<file path="src/rtl/double_ask_tx.sv">
// 2ASK (on-off keying) transmitter: serializes a 16-bit frame MSB first and gates a sine LUT.
// Optional macro DAC_OFFSET_BINARY_EN selects offset-binary output for a unipolar DAC.
module double_ask_tx #(
  parameter int CLK_PER_BIT = 50,
  parameter int FRAME_BITS  = 16,
  parameter int CAR_PERIOD  = 10
) (
  input  logic                  sys_clk,
  input  logic                  sys_rst,
  input  logic [FRAME_BITS-1:0] data_in,
  output logic [15:0]           tx
);

  localparam int CW = (CLK_PER_BIT > 1) ? $clog2(CLK_PER_BIT) : 1;
  localparam int BW = (FRAME_BITS > 1) ? $clog2(FRAME_BITS) : 1;
  localparam int PW = (CAR_PERIOD > 1) ? $clog2(CAR_PERIOD) : 1;

`ifdef DAC_OFFSET_BINARY_EN
  localparam logic [15:0] IDLE_LEVEL = 16'h8000;
`else
  localparam logic [15:0] IDLE_LEVEL = 16'h0000;
`endif

  logic [CW-1:0]         clk_cnt;
  logic [BW-1:0]         bit_idx;
  logic [PW-1:0]         car_ph;
  logic [FRAME_BITS-1:0] data_reg;
  logic [FRAME_BITS-1:0] data_msb_first;
  logic                  frame_start;
  logic                  cur_bit;
  logic                  cnt_wrap;
  logic [15:0]           lut_val;
  logic [15:0]           tx_next;

  // Bit-reverse the latched word so bit_idx indexes it directly in MSB-first order.
  generate
    for (genvar gi = 0; gi < FRAME_BITS; gi++) begin : g_rev
      assign data_msb_first[gi] = data_reg[FRAME_BITS-1-gi];
    end
  endgenerate

  assign cnt_wrap    = (clk_cnt == CW'(CLK_PER_BIT - 1));
  assign frame_start = (clk_cnt == '0) && (bit_idx == '0);
  assign cur_bit     = frame_start ? data_in[FRAME_BITS-1] : data_msb_first[bit_idx];

  always_comb begin
    lut_val = 16'h0000;
    case (car_ph)
      PW'(0): lut_val = 16'sd0;
      PW'(1): lut_val = 16'sd19260;
      PW'(2): lut_val = 16'sd31163;
      PW'(3): lut_val = 16'sd31163;
      PW'(4): lut_val = 16'sd19260;
      PW'(5): lut_val = 16'sd0;
      PW'(6): lut_val = -16'sd19260;
      PW'(7): lut_val = -16'sd31163;
      PW'(8): lut_val = -16'sd31163;
      PW'(9): lut_val = -16'sd19260;
      default: lut_val = 16'h0000;
    endcase
  end

  always_comb begin
    tx_next = IDLE_LEVEL;
    if (cur_bit) begin
`ifdef DAC_OFFSET_BINARY_EN
      tx_next = lut_val ^ 16'h8000;
`else
      tx_next = lut_val;
`endif
    end
  end

  always_ff @(posedge sys_clk) begin
    if (sys_rst) begin
      clk_cnt  <= '0;
      bit_idx  <= '0;
      car_ph   <= '0;
      data_reg <= '0;
      tx       <= IDLE_LEVEL;
    end else begin
      tx <= tx_next;
      if (frame_start) begin
        data_reg <= data_in;
      end
      if (cnt_wrap) begin
        clk_cnt <= '0;
        bit_idx <= (bit_idx == BW'(FRAME_BITS - 1)) ? '0 : bit_idx + 1'b1;
      end else begin
        clk_cnt <= clk_cnt + 1'b1;
      end
      // Carrier phase free-runs across bit and frame boundaries.
      car_ph <= (car_ph == PW'(CAR_PERIOD - 1)) ? '0 : car_ph + 1'b1;
    end
  end

endmodule

</file>
<file path="config.mk">
export PLATFORM = sky130hd
export DESIGN_NAME = double_ask_tx
export DESIGN_NICKNAME = d
export VERILOG_FILES = /design/src/rtl/double_ask_tx.sv
export SDC_FILE = /design/constraint.sdc
export NUM_CORES = 1
export LEC_CHECK = 0
export BUFFER_PORTS_ARGS = -buffer_cell sky130_fd_sc_hd__buf_2
export CORE_UTILIZATION = 54
export CTS_BUF_LIST = sky130_fd_sc_hd__clkbuf_16
export DETAILED_ROUTE_END_ITERATION = 8
export GPL_ROUTABILITY_DRIVEN = 0
export PLACE_DENSITY = 0.84
export SLEW_MARGIN = 20
export SYNTH_ARGS = -nofsm -noshare
export SYNTH_HDL_FRONTEND = slang
export SYNTH_SLANG_ARGS = --single-unit
</file>
<file path="constraint.sdc">
create_clock -name sys_clk -period 2.3 [get_ports sys_clk]
set_clock_uncertainty 0.2 [all_clocks]
set_input_delay 0.345 -clock sys_clk [delete_from_list [all_inputs] [get_ports sys_clk]]
set_output_delay 0.345 -clock sys_clk [all_outputs]
set_load 0.03 [all_outputs]
</file>
==> reports/metrics.yaml <==
worst_setup_path:
  critPathBufInv: 0
  worst_path_slowest_cell: "sky130_fd_sc_hd__mux4_2"
  crit_path_max_incr_delay_ns: 0.56
  r2r_start: "bit_idx[2]"
  worst-setup-path-type: "reg2reg"
  critical-path-top-delay-family: "compound AO/OA/AOI/OAI gates"
  cp_num_cells: 4
  critical_path.cell_chain: "mux4_2 > a32o_1 > o41ai_4 > nor2_1"
  worstSetupStartpointType: "register"
  worstSetupStartpoint: "bit_idx[2]"
  crit_fanout: 9
  worstPathArrival_ns: 2.09
  timing.reg2reg.worst_path_depth: 4
  crit_path_end_kind: "register"
  cp.required_ns: 2.24
pwr:
  power_w: 0.00158
  ir_worst_vdd_uv: 427
  share_seq_of_total_power: 0.452
  power_frac_comb: 0.153
  p_switching_w: 0.000400
  p_int_w: 0.00118
  power.density_nw_per_um2: 768
  power.switching_fraction: 0.253
  clkPwrFrac: 0.396
  static_leakage_power_nw: 0.918
sta:
  fin_crit_ns: 2.15
  timing.final.max_slew_violations: 0
  least_margin_pin_slew_ns: 0.459
  timing.slew.headroom: 0.694
  fin_tns_setup_ns: 0
  grt_setup_unrepaired: "false"
  fin_crit_sh: 0.933
  setup-violations-final: 0
  report.final.hold_viol_count: 0
  timing.fmax_mhz: 466
synth:
  post_synth.cell_area_avg_um2: 9.39
  mappedNetlistArea_um2: 1800
  synth.distinct_cells: 33
  synthesis.instances: 192
  ys_seq_area_frac: 0.411
  yosysWarningCount: 0
  ys_seq_elements: 37
  synth_fp_nets: 220
status:
  outcome: "complete, no violations"
grt:
  met2_usage: 0.311
  grt.total_usage: 0.207
  grt_use_met1: 0.273
  grt_use_met3: 0.0455
  grt_pass1_wl_mm: 5.35
  grt_antenna_before_repair: 0
  global_route.peak_usage_layer: "met2"
  first_global_vias: 1210
  grt_max_degree: 26
  grt-ovfl-total: 0
die:
  die_area_um2: 3570
  area_of_the_core_region_um2: 3100
  ioPinCount: 34
  initial_core_util: 0.581
  die_x_um: 59.8
  chipHeight_um: 59.8
  num_rows: 20
final_layout:
  filler_cell_count: 254
  nets: 242
  proportion_of_layout_cells_with_a_drive_suffix_above_1: 0.233
  largest_register_ff_count: 16
  final_common_cell: "sky130_fd_sc_hd__nor2_1"
  most-common-layout-cells: "sky130_fd_sc_hd__nor2_1 (37), sky130_fd_sc_hd__dfxtp_1 (36), sky130_fd_sc_hd__buf_2 (33), sky130_fd_sc_hd__mux2i_1 (19), sky130_fd_sc_hd__a21oi_1 (12)"
  area_growth_syn_to_layout_pct: 14.3
  antenna_cells: 0
clock_network:
  cts.path.max_buffers: 2
  number_of_sinks_driven_by_the_clock_tree: 37
  clock_edge_transition_at_the_registers_on_the_reported_setup_and_hold_paths_ns: 0.05
  htree_levels: 2
  ctsHoldBuffers: 0
  cts-root-buf: "sky130_fd_sc_hd__clkbuf_16"
  clock_insertion_delay_worst_skew_ns: 0.27
  cts_inserted_buffers: 5
  cts_tree: "yes"
routing:
  routed_via_density: 5.23
  detailroute.via_count: 1355
  antenna_violating_nets_left: 0
  drt-pass1-iter-count: 4
  totalWireLength_mm: 3.22
  detail_routed_net_length_per_standard_cell_um: 12.4
  initial_drc_count: 45
  drc: 0
min_path:
  holdPathStages: 3
  hold_start: "data_in[8]"
  hold_path.class: "in2reg"
place:
  hpwlAfterDp_mm: 2.35
  port_buffers: 33
job:
  max-cap-violations: 0
## Yosys cell counts
master	count	area (um^2)
sky130_fd_sc_hd__nand3b_1	1	7.51
sky130_fd_sc_hd__dfxtp_1	37	741
sky130_fd_sc_hd__nor3b_1	1	7.51
sky130_fd_sc_hd__nor2_1	37	139
sky130_fd_sc_hd__nor4_1	1	6.26
sky130_fd_sc_hd__inv_1	9	33.8
sky130_fd_sc_hd__ha_1	10	125
sky130_fd_sc_hd__clkbuf_1	5	18.8
sky130_fd_sc_hd__nand3_1	5	25.0
sky130_fd_sc_hd__mux4_2	3	67.6
sky130_fd_sc_hd__and4bb_2	1	12.5
sky130_fd_sc_hd__or4_1	1	7.51
sky130_fd_sc_hd__xor2_1	4	35.0
sky130_fd_sc_hd__nand2_1	5	18.8
sky130_fd_sc_hd__or3b_2	1	8.76
sky130_fd_sc_hd__o41ai_4	1	27.5
sky130_fd_sc_hd__xnor2_1	3	26.3
sky130_fd_sc_hd__a311o_1	1	10.0
sky130_fd_sc_hd__mux2i_1	19	190
sky130_fd_sc_hd__buf_4	11	82.6
sky130_fd_sc_hd__nor4b_1	2	17.5
sky130_fd_sc_hd__a21oi_1	12	60.1
sky130_fd_sc_hd__buf_1	1	3.75
sky130_fd_sc_hd__nand2b_1	5	31.3
sky130_fd_sc_hd__a211oi_1	3	22.5
sky130_fd_sc_hd__buf_2	4	20.0
sky130_fd_sc_hd__a32o_1	1	10.0
sky130_fd_sc_hd__a31oi_1	1	6.26
sky130_fd_sc_hd__o21ai_0	1	5.00
sky130_fd_sc_hd__o22ai_1	1	6.26
sky130_fd_sc_hd__nor2b_1	1	6.26
sky130_fd_sc_hd__and2_1	3	18.8
sky130_fd_sc_hd__nor3_1	1	5.00
## metal layers
| layer | part of all wire | routed length [um] | vias up |
|---|---|---|---|
| met1 | 0.47 | 1510 | 622 |
| met2 | 0.46 | 1470 | 41 |
| met5 | 0 | 0 | - |
| met3 | 0.043 | 139 | 12 |
| met4 | 0.032 | 104 | 0 |
| li1 | - | - | 680 |
## power by group through the flow
stage          Combinational (W)  Sequential [W]  Clock (W)
2_1_floorplan           0.000189        0.000732          0
3_3_place_gp            0.000235        0.000728          0
3_5_place_dp            0.000240        0.000728          0
4_1_cts                 0.000242        0.000715   0.000635
5_1_grt                 0.000267        0.000720   0.000671
6_report                0.000242        0.000715   0.000627
## metrics by stage
step	std cells	area, um^2	worst slack [ns]	utilization	hold slack [ns]
finish	259	2060	0.155	0.664	0.103
global route	259	2060	0.0228	0.664	0.123
CTS	259	2060	0.0983	0.664	0.104
detailed placement	251	1920	0.120	0.619	0.266
global placement	251	1920	0.169	0.619	0.261
floorplan	192	1800	0.234	-	0.245
## timing repair
action                                  4_1_cts  5_1_grt
gates resized for setup                       0        1
setup buffers                                 0        0
endpoints found under the setup margin        0        4
## final timing paths
kind	end	slack, ns
max	tx[0]	0.15
min	data_reg[8]	0.10
max reg2reg	tx[0]	0.15
min reg2reg	clk_cnt[0]	0.27
## cells by family after synthesis
logic type / count (synthesis) / share of synthesized area
DFF: 37 / 0.411
adders and majority gates: 10 / 0.0694
and+or+nand+nor: 65 / 0.173
xor gates and xnor gates: 7 / 0.0340
AOI/OAI and AO/OA: 21 / 0.0819
muxes: 22 / 0.143
buffers and inverters: 30 / 0.0881
## area by class of cell
cell class | count | area [um^2] | share of cell area
timing repair buffer | 36 | 188 | 0.0911
clock buffer | 5 | 125 | 0.0607
inverter | 9 | 33.8 | 0.0164
multi-input combinational | 125 | 903 | 0.438
tap | 44 | 55.1 | 0.0267
sequential | 37 | 742 | 0.360
clock inverter | 3 | 13.8 | 0.00668
## tightest hold or removal path, delay by kind of cell
kind	cells	cell delay (ns)
buffers and inverters	1	0.07
muxes	1	0.05
and+or+nand+nor	1	0.07
(Power assumes the default switching activity.)
